### src/rtl/id_ex_stage_pkg.sv
// Shared encodings and bubble constants for the ID/EX pipeline register
// and its hazard logic.
package id_ex_stage_pkg;

  localparam int REG_IDX_W = 5;

  // Write-back source select
  localparam logic [1:0] WDSEL_FROM_ALU = 2'b00;
  localparam logic [1:0] WDSEL_FROM_MEM = 2'b01;
  localparam logic [1:0] WDSEL_FROM_PC  = 2'b10;

  // Next-PC operation
  localparam logic [2:0] NPC_PLUS4  = 3'b000;
  localparam logic [2:0] NPC_BRANCH = 3'b001;
  localparam logic [2:0] NPC_JUMP   = 3'b010;
  localparam logic [2:0] NPC_JALR   = 3'b100;

  // Control values loaded into EX when a bubble is inserted
  localparam logic       BUBBLE_REG_WRITE = 1'b0;
  localparam logic       BUBBLE_MEM_WRITE = 1'b0;
  localparam logic       BUBBLE_ALU_SRC   = 1'b0;
  localparam logic [4:0] BUBBLE_ALU_OP    = 5'b00000;
  localparam logic [2:0] BUBBLE_NPC_OP    = NPC_PLUS4;
  localparam logic [1:0] BUBBLE_WDSEL     = WDSEL_FROM_ALU;
  localparam logic [2:0] BUBBLE_DM_CTRL   = 3'b000;
  localparam logic [4:0] BUBBLE_RD        = 5'b00000;

  // What the EX register loads on the next edge
  typedef enum logic [1:0] {
    EX_LOAD_RESET   = 2'b00,
    EX_LOAD_BUBBLE  = 2'b01,
    EX_LOAD_CAPTURE = 2'b10
  } ex_load_e;

  function automatic logic is_load_wb(input logic [1:0] wdsel);
    return (wdsel == WDSEL_FROM_MEM);
  endfunction

  function automatic logic src_hit(input logic used,
                                   input logic [REG_IDX_W-1:0] rs,
                                   input logic [REG_IDX_W-1:0] rd);
    return used && (rs == rd);
  endfunction

endpackage

### src/rtl/id_ex_stage_hazard_detect.sv
// Combinational load-use detection; kept standalone so a forwarding unit
// can reuse the same hit logic.
module hazard_detect
  import id_ex_stage_pkg::*;
(
  input  logic                 ex_valid,
  input  logic [1:0]           ex_wdsel,
  input  logic [REG_IDX_W-1:0] ex_rd,
  input  logic                 id_valid,
  input  logic [REG_IDX_W-1:0] id_rs1,
  input  logic [REG_IDX_W-1:0] id_rs2,
  input  logic                 id_rs1_used,
  input  logic                 id_rs2_used,
  input  logic                 ex_flush,
  output logic                 load_use,
  output logic                 stall
);

  logic ex_is_load_s;
  logic rs1_hit_s;
  logic rs2_hit_s;

  // A load writing x0 never creates a dependency
  assign ex_is_load_s = ex_valid && is_load_wb(ex_wdsel) && (ex_rd != 5'd0);
  assign rs1_hit_s    = src_hit(id_rs1_used, id_rs1, ex_rd);
  assign rs2_hit_s    = src_hit(id_rs2_used, id_rs2, ex_rd);
  assign load_use     = ex_is_load_s && id_valid && (rs1_hit_s || rs2_hit_s);
  assign stall        = load_use && !ex_flush;

endmodule

### src/rtl/id_ex_stage.sv
// ID/EX pipeline register: captures the decoded bundle, inserts bubbles on
// redirect or load-use, and counts inserted bubbles with saturation.
module id_ex_stage
  import id_ex_stage_pkg::*;
#(
  parameter int XLEN  = 32,
  parameter int CNT_W = 32
) (
  input  logic             clk,
  input  logic             rstn,
  input  logic             id_valid,
  input  logic [XLEN-1:0]  id_pc,
  input  logic [4:0]       id_rs1,
  input  logic [4:0]       id_rs2,
  input  logic [4:0]       id_rd,
  input  logic             id_rs1_used,
  input  logic             id_rs2_used,
  input  logic             id_RegWrite,
  input  logic             id_MemWrite,
  input  logic             id_ALUSrc,
  input  logic [4:0]       id_ALUOp,
  input  logic [2:0]       id_NPCOp,
  input  logic [1:0]       id_WDSel,
  input  logic [2:0]       id_dm_ctrl,
  input  logic [XLEN-1:0]  id_rd1,
  input  logic [XLEN-1:0]  id_rd2,
  input  logic [XLEN-1:0]  id_imm,
  input  logic             ex_flush,
  output logic             stall,
  output logic             ex_valid,
  output logic [XLEN-1:0]  ex_pc,
  output logic [XLEN-1:0]  ex_rd1,
  output logic [XLEN-1:0]  ex_rd2,
  output logic [XLEN-1:0]  ex_imm,
  output logic [4:0]       ex_rs1,
  output logic [4:0]       ex_rs2,
  output logic [4:0]       ex_rd,
  output logic             ex_RegWrite,
  output logic             ex_MemWrite,
  output logic             ex_ALUSrc,
  output logic [4:0]       ex_ALUOp,
  output logic [2:0]       ex_NPCOp,
  output logic [1:0]       ex_WDSel,
  output logic [2:0]       ex_dm_ctrl,
  output logic [CNT_W-1:0] bubble_cnt
);

  localparam logic [CNT_W-1:0] CNT_MAX = {CNT_W{1'b1}};
  localparam logic [CNT_W-1:0] CNT_ONE = {{(CNT_W-1){1'b0}}, 1'b1};

  logic     load_use_s;
  ex_load_e ex_load_s;

  hazard_detect u_hazard_detect (
    .ex_valid    (ex_valid),
    .ex_wdsel    (ex_WDSel),
    .ex_rd       (ex_rd),
    .id_valid    (id_valid),
    .id_rs1      (id_rs1),
    .id_rs2      (id_rs2),
    .id_rs1_used (id_rs1_used),
    .id_rs2_used (id_rs2_used),
    .ex_flush    (ex_flush),
    .load_use    (load_use_s),
    .stall       (stall)
  );

  // Select what EX loads next; a flush outranks a load-use bubble
  always_comb begin
    ex_load_s = EX_LOAD_CAPTURE;
    if (!rstn) begin
      ex_load_s = EX_LOAD_RESET;
    end else if (ex_flush || load_use_s) begin
      ex_load_s = EX_LOAD_BUBBLE;
    end else begin
      ex_load_s = EX_LOAD_CAPTURE;
    end
  end

  // EX pipeline register
  always_ff @(posedge clk) begin
    case (ex_load_s)
      EX_LOAD_CAPTURE: begin
        ex_valid    <= id_valid;
        ex_pc       <= id_pc;
        ex_rd1      <= id_rd1;
        ex_rd2      <= id_rd2;
        ex_imm      <= id_imm;
        ex_rs1      <= id_rs1;
        ex_rs2      <= id_rs2;
        ex_rd       <= id_rd;
        ex_RegWrite <= id_RegWrite;
        ex_MemWrite <= id_MemWrite;
        ex_ALUSrc   <= id_ALUSrc;
        ex_ALUOp    <= id_ALUOp;
        ex_NPCOp    <= id_NPCOp;
        ex_WDSel    <= id_WDSel;
        ex_dm_ctrl  <= id_dm_ctrl;
      end
      EX_LOAD_RESET: begin
        ex_valid    <= 1'b0;
        ex_pc       <= {XLEN{1'b0}};
        ex_rd1      <= {XLEN{1'b0}};
        ex_rd2      <= {XLEN{1'b0}};
        ex_imm      <= {XLEN{1'b0}};
        ex_rs1      <= 5'd0;
        ex_rs2      <= 5'd0;
        ex_rd       <= 5'd0;
        ex_RegWrite <= 1'b0;
        ex_MemWrite <= 1'b0;
        ex_ALUSrc   <= 1'b0;
        ex_ALUOp    <= 5'd0;
        ex_NPCOp    <= 3'd0;
        ex_WDSel    <= 2'd0;
        ex_dm_ctrl  <= 3'd0;
      end
      default: begin
        // Bubble; data fields are cleared too so EX never sees stale operands
        ex_valid    <= 1'b0;
        ex_pc       <= {XLEN{1'b0}};
        ex_rd1      <= {XLEN{1'b0}};
        ex_rd2      <= {XLEN{1'b0}};
        ex_imm      <= {XLEN{1'b0}};
        ex_rs1      <= 5'd0;
        ex_rs2      <= 5'd0;
        ex_rd       <= BUBBLE_RD;
        ex_RegWrite <= BUBBLE_REG_WRITE;
        ex_MemWrite <= BUBBLE_MEM_WRITE;
        ex_ALUSrc   <= BUBBLE_ALU_SRC;
        ex_ALUOp    <= BUBBLE_ALU_OP;
        ex_NPCOp    <= BUBBLE_NPC_OP;
        ex_WDSel    <= BUBBLE_WDSEL;
        ex_dm_ctrl  <= BUBBLE_DM_CTRL;
      end
    endcase
  end

  // Saturating count of inserted bubbles
  always_ff @(posedge clk) begin
    if (!rstn) begin
      bubble_cnt <= {CNT_W{1'b0}};
    end else if ((ex_load_s == EX_LOAD_BUBBLE) && (bubble_cnt != CNT_MAX)) begin
      bubble_cnt <= bubble_cnt + CNT_ONE;
    end else begin
      bubble_cnt <= bubble_cnt;
    end
  end

endmodule
### config.mk
export PLATFORM = sky130hd
export DESIGN_NAME = id_ex_stage
export DESIGN_NICKNAME = d
export VERILOG_FILES = /design/src/rtl/id_ex_stage_pkg.sv /design/src/rtl/id_ex_stage_hazard_detect.sv /design/src/rtl/id_ex_stage.sv
export SDC_FILE = /design/constraint.sdc
export NUM_CORES = 1
export LEC_CHECK = 0
export ABC_AREA = 1
export BUFFER_PORTS_ARGS = -buffer_cell sky130_fd_sc_hd__clkbuf_2
export CAP_MARGIN = 20
export CORE_ASPECT_RATIO = 0.7
export CORE_MARGIN = 1
export CORE_UTILIZATION = 40
export DETAILED_ROUTE_END_ITERATION = 8
export PLACE_DENSITY = 0.83
export SYNTH_ARGS = -nofsm -noshare
export SYNTH_HDL_FRONTEND = slang
export SYNTH_HIERARCHICAL = 1
export SYNTH_SLANG_ARGS = --single-unit
### constraint.sdc
create_clock -name clk -period 3.7 [get_ports clk]
set_input_delay 0.37 -clock clk [delete_from_list [all_inputs] [get_ports clk]]
set_output_delay 0.37 -clock clk [all_outputs]
set_load 0.01 [all_outputs]
**Yosys cells after proc, flatten, opt, wreduce, memory -nomap -nowiden**

Cells that the tools add are included.

- Flip-flop bits (word level): 192
- Output and inout port bits: 193
- Logic and storage cells: 37

- Add/subtract/negate cells: 1
- Equal/unequal tests: 6
- Mux-type cells: 2
- Reduce and logical (&&, ||, !) cells: 12

Operators with widths:

| operator | count |
|---|---|
| $add 32x1->32 const B | 1 |
| $ne 32x32->1 const B | 1 |
| $eq 5x5->1 | 2 |
| $logic_and 1x1->1 | 8 |
| $reduce_bool 5->1 | 1 |
| $eq 2x1->1 const B | 2 |
| $mux 2 | 2 |
| $eq 2x2->1 const B | 1 |
| $logic_or 1x1->1 | 2 |
| $logic_not 1->1 | 1 |

**Longest topological paths before layout**

Gate-level depths: netlist (run 1).

- Depth after elaboration: 10
- Gate-level depth with buffers: 17
- Depth with buffers taken out: 17

**By module**

Netlist (run 1), hierarchy kept.

By module, submodules not included:

| module | instances | cells each | area each (um^2) | sequential area each (um^2) |
|---|---|---|---|---|
| id_ex_stage | 1 | 821 | 6500.0 | 3843.7 |
| hazard_detect | 1 | 62 | 255.2 | 0.0 |

**Least setup slack after synthesis (run 1)**

No wires, ideal clock.

- Path kind: register -> register
- Start: reg ex_rd[3]
- End: reg ex_imm[20]
- Setup time: 0.126 ns
- Arrival time: 1.690 ns
- Required time: 3.574 ns
- Path slack: 1.884 ns
- Cell stages (with the launch flop): 14
- Buffers on the path: 2
- Period minus slack after synthesis: 1.816 ns
- Cells stage by stage: dfxtp_1 > inv_2 > nand2_1 > nand2_2 > nor2_2 > nand3_1 > nand2_1 > nand2_2 > inv_1 > nor2_1 > nand2_1 > clkbuf_1 > clkbuf_1 > nor2_1

- Word-level cells in the longest chain between the ends: 8
- Elaborated cells between the ends (all ways): 13

Ends and longest elaborated chain:

| what | line | source |
|---|---|---|
| from (decl) | id_ex_stage.sv:37 | `output logic [4:0] ex_rd,` |
| from (signal assigned) | id_ex_stage.sv:91 | `ex_rd <= id_rd;` |
| $eq 5x5->1 or $reduce_bool 5->1 (tied branches) | id_ex_stage_pkg.sv:42, id_ex_stage_hazard_detect.sv:24 |  |
| $logic_and 1x1->1 (on tied branches) | id_ex_stage_pkg.sv:42, id_ex_stage_hazard_detect.sv:24 |  |
| $logic_or 1x1->1 or $logic_and 1x1->1 (tied branches) | id_ex_stage_hazard_detect.sv:27 | `assign load_use = ex_is_load_s && id_valid && (rs1_hit_s \|\| rs2_hit_s);` |
| $logic_and 1x1->1 * | id_ex_stage_hazard_detect.sv:27 |  |
| net load_use_s | id_ex_stage.sv:51 | `logic load_use_s;` |
| $logic_or 1x1->1 * | id_ex_stage.sv:73 | `end else if (ex_flush \|\| load_use_s) begin` |
| $mux 2 * | id_ex_stage.sv:73 |  |
| $mux 2 * | id_ex_stage.sv:71 | `if (!rstn) begin` |
| $eq 2x2->1 * | id_ex_stage.sv:82 | `case (ex_load_s)` |
| to (signal assigned) | id_ex_stage.sv:88 | `ex_imm <= id_imm;` |
| to (signal assigned) | id_ex_stage.sv:105 | `ex_imm <= {XLEN{1'b0}};` |
| to (signal assigned) | id_ex_stage.sv:123 | `ex_imm <= {XLEN{1'b0}};` |
| to (decl) | id_ex_stage.sv:34 | `output logic [XLEN-1:0] ex_imm,` |

Mark *: on every way through the listed nets, which the timed path passes. The rest lies on a longest branch.
A chain may end at the register's enable or synchronous reset.

**Worst setup path after layout (run 1)**

- Start: reg ex_rd[0]
- End: reg bubble_cnt[15]

- Word-level cells in the longest chain between the ends: 9
- Elaborated cells between the ends (all ways): 14

Ends and longest elaborated chain:

| what | line | source |
|---|---|---|
| $eq 5x5->1 or $reduce_bool 5->1 (tied branches) | id_ex_stage_pkg.sv:42, id_ex_stage_hazard_detect.sv:24 |  |
| $logic_and 1x1->1 (on tied branches) | id_ex_stage_pkg.sv:42, id_ex_stage_hazard_detect.sv:24 |  |
| $logic_or 1x1->1 or $logic_and 1x1->1 (tied branches) | id_ex_stage_hazard_detect.sv:27 |  |
| $logic_and 1x1->1 * | id_ex_stage_hazard_detect.sv:27 |  |
| net load_use_s | id_ex_stage.sv:51 |  |
| $logic_or 1x1->1 * | id_ex_stage.sv:73 |  |
| $mux 2 * | id_ex_stage.sv:73 |  |
| $mux 2 * | id_ex_stage.sv:71 |  |
| $eq 2x1->1 * | id_ex_stage.sv:142 | `end else if ((ex_load_s == EX_LOAD_BUBBLE) && (bubble_cnt != CNT_MAX)) begin` |
| $logic_and 1x1->1 * | id_ex_stage.sv:142 |  |
| to (signal assigned) | id_ex_stage.sv:141 | `bubble_cnt <= {CNT_W{1'b0}};` |
| to (signal assigned) | id_ex_stage.sv:143 | `bubble_cnt <= bubble_cnt + CNT_ONE;` |
| to (signal assigned) | id_ex_stage.sv:145 | `bubble_cnt <= bubble_cnt;` |
| to (decl) | id_ex_stage.sv:45 | `output logic [CNT_W-1:0] bubble_cnt` |

Marks and branches as above.

==> results of run 1 <==
[critical path, stage by stage, from the launching register on]
cell,delay [ns]
sky130_fd_sc_hd__dfxtp_1,0.46
sky130_fd_sc_hd__inv_2,0.04
sky130_fd_sc_hd__nand2_1,0.05
sky130_fd_sc_hd__nand2_1,0.06
sky130_fd_sc_hd__nor2_2,0.08
sky130_fd_sc_hd__nand3_1,0.07
sky130_fd_sc_hd__nand2_1,0.08
sky130_fd_sc_hd__nand2_2,0.06
sky130_fd_sc_hd__inv_1,0.07
sky130_fd_sc_hd__nor2_1,0.10
sky130_fd_sc_hd__nor2_4,0.21
sky130_fd_sc_hd__nand2_1,0.12
sky130_fd_sc_hd__nor2_2,0.19
sky130_fd_sc_hd__nand2_1,0.13
sky130_fd_sc_hd__nor2_1,0.15
sky130_fd_sc_hd__nand3_1,0.08
sky130_fd_sc_hd__nand2_1,0.07
sky130_fd_sc_hd__nor2_1,0.05
[layout make-up]
cell class | instances | share of cell area, %
Clock buffer | 17 | 4.56
Timing Repair Buffer | 359 | 19.4
Inverter | 200 | 8.04
Sequential cell | 192 | 41.2
Clock inverter | 14 | 2.14
Tap cell | 225 | 3.02
Multi-Input combinational cell | 466 | 21.6
[worst max path at each step]
stage / from / to / slack (ns) / cells past startpoint
2_1_floorplan: ex_rd[3]$_SDFF_PP0_ / ex_imm[20]$_SDFF_PP0_ / 1.88 / 13
3_3_place_gp: id_rs2[3] / bubble_cnt[29]$_SDFFE_PN0P_ / 1.51 / 18
3_5_place_dp: rstn / bubble_cnt[28]$_SDFFE_PN0P_ / 1.45 / 8
4_1_cts: ex_rd[0]$_SDFF_PP0_ / bubble_cnt[15]$_SDFFE_PN0P_ / 1.49 / 17
5_1_grt: ex_rd[0]$_SDFF_PP0_ / bubble_cnt[27]$_SDFFE_PN0P_ / 1.24 / 17
6_report: ex_rd[0]$_SDFF_PP0_ / bubble_cnt[15]$_SDFFE_PN0P_ / 1.52 / 17
[power by group through the flow]
stage / combinational, mW / sequential (mW) / clock, mW
2_1_floorplan: 0.113 / 2.24 / 0
3_3_place_gp: 0.327 / 2.20 / 0
3_5_place_dp: 0.333 / 2.21 / 0
4_1_cts: 0.336 / 2.16 / 1.95
5_1_grt: 0.371 / 2.17 / 2.05
6_report: 0.332 / 2.16 / 1.91
[cells in the final DEF (no fill, tap or decap), types with 7 or more instances in the layout]
master	netlist	final
sky130_fd_sc_hd__nor2_2	8	8
sky130_fd_sc_hd__nand3_1	38	38
sky130_fd_sc_hd__inv_1	195	195
sky130_fd_sc_hd__nand2_2	7	7
sky130_fd_sc_hd__clkbuf_2	0	357
sky130_fd_sc_hd__nor2_1	245	245
sky130_fd_sc_hd__dfxtp_1	192	192
sky130_fd_sc_hd__a21oi_1	25	25
sky130_fd_sc_hd__nand2_1	112	111
sky130_fd_sc_hd__nand4_1	11	11
sky130_fd_sc_hd__clkbuf_16	0	17
[sequential cells by signal, indices dropped and copies added, names as in the netlist]
name / count
ex_MemWrite: 1
ex_rs1: 5
ex_rd: 5
ex_pc: 32
bubble_cnt: 32
ex_imm: 32
ex_dm_ctrl: 3
ex_RegWrite: 1
ex_rd2: 32
ex_ALUOp: 5
ex_rd1: 32
ex_WDSel: 2
ex_ALUSrc: 1
ex_valid: 1
ex_rs2: 5
ex_NPCOp: 3
[layer usage]
metal	global-route usage, %	vias to the layer above
li1	-	3253
met1	24.0	2834
met2	36.1	230
met3	9.42	25
met4	7.25	0
met5	0	-
[metrics by stage]
stage	hold slack (ns)	power [mW]
after CTS	0.114	4.45
after global placement	0.492	2.53
final	0.134	4.40
after global routing	0.112	4.59
after floorplan	0.482	2.36
after detailed placement	0.499	2.54
[cell families after synthesis]
kind of cell               Yosys count  share of synthesized area [%]
and+or+nand+nor                    437                           27.5
AOI/OAI and AO/OA                   27                           2.00
adders and majority gates            1                          0.185
buffers and inverters              225                           13.3
xor gates and xnor gates             1                          0.130
DFF                                192                           56.9
==> summary by stage, run 1 <==
Outcome
The flow ran to the end, and the final reports show no timing, DRC or antenna violations.

Floorplanning
The die is around 160 um wide. The die boundary height is about 110 um. The initial core utilization is about 40%. The number of placement rows is 39.

The number of ports placed on the die boundary is 358. The die footprint is between 0.015 and 0.02 mm^2. The core region is 0.0164 mm^2.

Routing
Before antenna repair, the detailed router went through 7 iterations. The met2 wirelength from detailed routing is 9020 um. After detailed routing, the total wire length is around 19000 um. After detailed routing, the wire length on met1 is between 7000 and 8000 um.

The via density per instance is roughly 4.3. The remaining design rule violation count is 0. Once detail routing completed, the nets flagged for antenna violations numbered 0. The wire length on met3 is 1970 um. The violation count after the first detailed-routing iteration is approximately 370. Signal routing reaches up to met4. The routed length per placed instance is about 13 um.

For this block, the via count after detailed routing is 6342.

Timing
The final setup skew is slightly above 0.01 ns. Based on the critical path, the design can be clocked at up to between 400 and 500 MHz. The share of the clock period used by the worst path after layout is 58.9%.

The number of max-slew violations in the final report is 0. The slack of the critical path is 1.52 ns. At the pin with the least slew margin, the transition time is between 0.7 and 0.8 ns. The final period demand of the worst path is ~2.2 ns. Headroom to the max-slew limit came out at approximately 50%.

Setup violations remaining at the end of the flow were counted as 0. Setup repair after global routing left no endpoint under its margin. The setup total negative slack is 0 ns. The number of endpoints with negative hold slack in the final report was 0.

Min path
The worst hold path cell count is 3. The min-delay analysis places its worst path in the category primary input to flip-flop. The worst hold endpoint is ex_rd2[18]$_SDFF_PP0_. The worst hold path begins at id_rd2[18].

Synthesis
A synthesized cell averages between 7 and 8 um^2. The register area share after synthesis is between 50% and 60%. Synthesis produced a netlist with a net count of roughly 1000. The unique cell type count in the Yosys netlist is 26. By count the netlist is led by sky130_fd_sc_hd__nor2_1 (245), sky130_fd_sc_hd__inv_1 (195), sky130_fd_sc_hd__dfxtp_1 (192), sky130_fd_sc_hd__nand2_1 (112), sky130_fd_sc_hd__nand3_1 (38). The predominant post-synthesis flop cell is sky130_fd_sc_hd__dfxtp_1. The synthesized design spends more area on one cell type than any other, namely sky130_fd_sc_hd__dfxtp_1. The area share of the largest cell type after synthesis is a little under three fifths. The synthesized design contains 192 register bits. The most frequently used cell type in the post-synthesis netlist is sky130_fd_sc_hd__nor2_1. The fraction of synthesis flops using an asynchronous set or reset pin is 0%. The number of enable-type register cells in the synthesized netlist is 0. The warning count from the yosys run is 6.

Synthesis produced a netlist whose cell count is 883. In the post-synthesis netlist, the biggest area contributors are sky130_fd_sc_hd__dfxtp_1 (57%), sky130_fd_sc_hd__nor2_1 (14%), sky130_fd_sc_hd__inv_1 (11%), sky130_fd_sc_hd__nand2_1 (6.2%), sky130_fd_sc_hd__nand3_1 (2.8%). Summing every instance area after synthesis gives 0.00676 mm^2.

Cells and area
The net count of the finished layout is around 1400. The number of inserted filler cells in the final layout is approximately 1500. The area growth from synthesis to layout is 38.2%.

The antenna diode count is 0. The area of the multi-input gates is about 0.0020 mm^2. The final standard cell count with taps included and fillers excluded is between 1000 and 1500.

The final core utilization is between 50% and 60%. The fraction of final layout cells sized beyond drive strength 1 is roughly 34%. The area of all placed cells without fillers is roughly 0.0093 mm^2. Summing all flip-flop and latch instances after layout gives between 0.003 and 0.004 mm^2.

CTS
The number of gates resized after cts is 0. The H-tree depth reported by CTS is 4. The insertion delay to the later sink of the worst-skew pair is around 0.42 ns. The number of hold buffers added after cts is 0.

In this run the clock root is driven by a sky130_fd_sc_hd__clkbuf_16. The number of sinks on the clock net is around 190. The TritonCTS clock tree is built. After clock tree synthesis, the clock-pin slew on the worst setup and hold paths is approximately 0.08 ns. Once the clock tree was built, the setup fixing pass inserted 0 buffers.

The buffer levels on the longest clock path is 2. The TritonCTS buffer count is 17.

Global route
The first global-routing pass estimated around 29000 um of wire. The residual overflow from global routing is 0. The number of global-route vias before repair is around 6000.

Entering global routing, the biggest net connects about 100 pins. The global-route usage over all layers is between 20% and 30%. The initial antenna violation count is 0.

Pwr
The clock network burns 43.3% of the power. The internal portion of the total power is around 3.3 mW. The analysis attributes to net switching a power of roughly 1.1 mW.

The power share of the sequential group is between 40% and 50%. The fraction of power spent switching nets is approximately 25%. For this design the static power due to leakage is around 5.3 nW.

The largest vdd supply drop is slightly above 300 uV. The combinational fraction of design power is 7.6%. The power per unit of standard cell area is about 470 mW/mm^2.

Worst setup path
The worst register-to-register path has a depth of 17. The critical-path maximum fanout is 8. The worst reg2reg path startpoint is ex_rd[0]$_SDFF_PP0_. The worst setup path is captured at a flip-flop. The worst reg-to-reg setup slack is approximately 1.5 ns. The endpoint identified for the worst register-to-register timing path is bubble_cnt[15]$_SDFFE_PN0P_. The critical path is of the flip-flop to flip-flop type.

At the worst endpoint, the arrival time is about 2.5 ns. For the worst setup path, the data required time is about 4 ns. STA classifies the critical path startpoint as a flip-flop.

Place
The post-placement worst setup slack is 1.45 ns. In this run the cell area measured after placement is between 0.008 and 0.009 mm^2. The placer congestion estimate is ~0.93. The total instance count after detailed placement is 1442. The number of port buffers is ~360. The half-perimeter wire length after detailed placement is 14300 um.

Run
The max capacitance violation total is 0.
No activity file was read; power rests on OpenSTA's default activity.
==> run 2: changes to the inputs <==
PLACE_DENSITY = 0.86   (was 0.83)
clock period = 1.9 ns   (was 3.7 ns; I/O delays follow)
==> run 2 against run 1 <==
  * Routed wire length increased by 37%
  * Clock-buffer cell count unchanged
  * Sequential share of layout area decreased by 6.9 points
  * Critical path depth unchanged
  * Register-to-register slack got worse by 1.6 ns
  * Clock power increased by 90%
  * First-iteration DRC count increased by 80%
  * Via count increased by 19%
  * Die area unchanged
  * Highest routed layer unchanged
  * The run now ends with negative setup slack left
==> summary by stage, run 2 (same netlist as run 1, synthesis figures left out) <==
Timing
The setup total negative slack came to -0.0992 ns (was 0 ns). The transition time of the tightest slew-check pin is 0.472 ns (was 0.740 ns). The post-route worst hold slack is 0.0240 ns (was 0.134 ns). The maximum clock frequency is 510 MHz (was 459 MHz). The number of max-slew violations in the final report is 0 (unchanged). The slack of the critical path is -0.0616 ns (was 1.52 ns). The number of endpoints with negative hold slack in the final report is 0 (unchanged).

The count of endpoints failing setup in the final report is 3 (was 0). Setup repair after global routing missed its margin: true (was false). The remaining max-slew budget at the tightest pin was 68.6% (was 50.6%). The final period demand of the worst path is 1.96 ns (was 2.18 ns).

The share of the clock period used by the worst path after layout is 103% (was 58.9%). The final setup skew is 0.0138 ns (was 0.0103 ns).

Min path
The worst hold-check path type is primary input to flip-flop (unchanged). The worst hold endpoint is ex_rs1[4]$_SDFF_PP0_ (was ex_rd2[18]$_SDFF_PP0_). The worst hold path cell count is 3 (unchanged). The launch instance of the worst min-delay path is id_rs1[4] (was id_rd2[18]).

CTS
The H-tree depth reported by CTS is 4 (unchanged). The cell at the root of the clock tree is sky130_fd_sc_hd__clkbuf_16 (unchanged). The insertion delay to the later sink of the worst-skew pair is 0.43 ns (was 0.42 ns).

The clock-pin slew reported for the worst setup and hold paths after clock tree synthesis is 0.08 ns (about the same). The TritonCTS clock tree was built (unchanged). The number of sinks on the clock net was 192 (unchanged). The TritonCTS buffer count is 17 (unchanged).

The buffer levels on the longest clock path is 2 (unchanged).

Routing
The final routed wirelength across all metal layers was 25600 um (was 18700 um). The routed length per placed instance was 15.5 um (was 12.7 um). The length of the first detailed-routing pass in iterations is 5 (was 7). The post-detailed-route count of antenna-violating nets is 0 (unchanged). The remaining design rule violation count was 0 (unchanged). The violation count after the first detailed-routing iteration is 661 (was 367). The total via count after detailed routing is 7547 (was 6342). The via density per instance is 4.57 (was 4.31).

Place
The total instance count after detailed placement was 1460 (was 1442). The placer congestion estimate is 0.958 (was 0.926). The post-placement worst setup slack was -0.0927 ns (was 1.45 ns).

The cell area reported after detailed placement is 0.00887 mm^2 (was 0.00871 mm^2). The half-perimeter wire length after detailed placement was 15100 um (was 14300 um). The number of port buffers is 357 (unchanged).

Worst setup path
The worst stage delay on the critical path is 0.38 ns (was 0.46 ns). Critical path cell sequence: inv_2, nand2_2, nand2_2, nor2_2, nand3_1, nand2_1, nand2_2, inv_2, nor2_4, nor2_4, nand2_2, nor2_4, nand2_4, nor2_4, nand3_2, nand2_1, nor2_1 (was inv_2, nand2_1, nand2_1, nor2_2, nand3_1, nand2_1, nand2_2, inv_1, nor2_1, nor2_4, nand2_1, nor2_2, nand2_1, nor2_1, nand3_1, nand2_1, nor2_1). The critical-path maximum fanout is 6 (was 8). The destination of the worst register-to-register timing path is bubble_cnt[15]$_SDFFE_PN0P_ (unchanged).

The worst reg-to-reg setup slack is -0.06 ns (was 1.52 ns). The startpoint class of the critical path is a flip-flop (unchanged). The data required time at the worst endpoint is 2.21 ns (was 4.01 ns).

The launching element of the worst setup path was ex_rd[0]$_SDFF_PP0_ (unchanged). The worst reg2reg path startpoint is ex_rd[0]$_SDFF_PP0_ (unchanged). The library cell contributing the largest single delay on the critical path is sky130_fd_sc_hd__dfxtp_4 (was sky130_fd_sc_hd__dfxtp_1).

The worst endpoint data arrival time is 2.28 ns (was 2.49 ns). The sort of element at the end of the critical path is a flip-flop (unchanged). The depth of the most critical reg-to-reg path came to 17 (unchanged).

The kind of critical path is flip-flop to flip-flop (unchanged).

Floorplanning
The die boundary height is 111 um (unchanged). The number of ports placed on the die boundary is 358 (unchanged). The initial core utilization is 41.2% (unchanged). The die footprint is 0.0174 mm^2 (unchanged). The die width was 157 um (unchanged). The placeable core area is 0.0164 mm^2 (unchanged).

The number of placement rows is 39 (unchanged).

Pwr
The net switching power came to 2.27 mW (was 1.08 mW). The power after layout is 8.83 mW (was 4.40 mW). The clock group share of total power came to 41.0% (was 43.3%).

The combinational fraction of design power came to 11.2% (was 7.6%). The total internal power came to 6.56 mW (was 3.32 mW). The power share of the sequential group was 47.8% (was 49.1%). The fraction of power spent switching nets is 25.7% (was 24.5%).

The power per unit of standard cell area was 786 mW/mm^2 (was 471 mW/mm^2). The largest vdd supply drop came to 626 uV (was 306 uV). The static leakage is 6.13 nW (was 5.34 nW).

Cells and area
The area of all placed cells without fillers is 0.0112 mm^2 (was 0.00934 mm^2). The area added between synthesis and finish came to 66.2% (was 38.2%). The final net count is 1581 (was 1402). The final standard cell count with taps included and fillers excluded was 1653 (was 1473). The most common library cell in the layout ignoring fill and taps is sky130_fd_sc_hd__clkbuf_2 (unchanged). The fraction of final layout cells sized beyond drive strength 1 is 33.6% (was 33.8%). Top library cells by usage in the layout, fill and taps aside: sky130_fd_sc_hd__clkbuf_2 (356), sky130_fd_sc_hd__nor2_1 (230), sky130_fd_sc_hd__inv_1 (193) (was sky130_fd_sc_hd__clkbuf_2 (357), sky130_fd_sc_hd__nor2_1 (245), sky130_fd_sc_hd__inv_1 (195)). The final core utilization came to 68.5% (was 56.9%).

Global route
The global-route usage over all layers is 29.4% (was 21.4%). The largest net degree at the start of global routing was 106 (was 101). The initial antenna violation count came to 1 (was 0). The number of global-route vias before repair is 7793 (was 6044). The residual overflow from global routing was 0 (unchanged).

The first-pass GRT wire length is 38900 um (was 28900 um).

Outcome
Run status: finished, violations left (was complete, no violations). The final reports fail on negative setup slack.

Run
The max capacitance violation total is 0 (unchanged).
[run 2: cell type report]
type	count	area, um^2
Inverter	200	751
Clock buffer	17	425
Clock inverter	14	166
Multi-Input combinational cell	466	2170
Tap cell	225	282
Timing Repair Buffer	538	3580
Fill cell	1227	5170
Antenna cell	1	2.50
Sequential cell	192	3850
[run 2: worst max path at each step]
stage,cells past startpoint,slack (ns),to
finish,17,-0.06,bubble_cnt[15]$_SDFFE_PN0P_
global route,17,-0.17,bubble_cnt[15]$_SDFFE_PN0P_
CTS,15,-0.02,bubble_cnt[13]$_SDFFE_PN0P_
detailed placement,15,-0.09,bubble_cnt[15]$_SDFFE_PN0P_
global placement,17,0.05,bubble_cnt[27]$_SDFFE_PN0P_
floorplan,13,0.08,ex_imm[20]$_SDFF_PP0_
[run 2: worst max-delay path, delay by kind of cell (launching register included)]
kind,cells,cell delay (ns)
simple gates,15,1.34
buf+inv,2,0.12
flops,1,0.38
[run 2: repair_timing]
item	in CTS	in global routing
setup endpoints to repair	14	178
setup buffers	0	2
resized for setup	9	40
pin swaps	1	17
hold buffers	159	0
hold endpoints to repair	159	0
[run 2: power groups by stage]
stage	combinational, mW	sequential [mW]	clock, mW
floorplan	0.220	4.37	0
global placement	0.650	4.29	0
detailed placement	0.667	4.30	0
CTS	0.940	4.21	3.65
global route	1.07	4.23	3.84
finish	0.993	4.21	3.62
[run 2: layer usage]
| metal | global-route usage (%) | wire [um] |
|---|---|---|
| met2 | 52.0 | 13100 |
| met4 | 17.1 | 1160 |
| met5 | 0 | 0 |
| met3 | 9.15 | 2080 |
| met1 | 30.3 | 9320 |
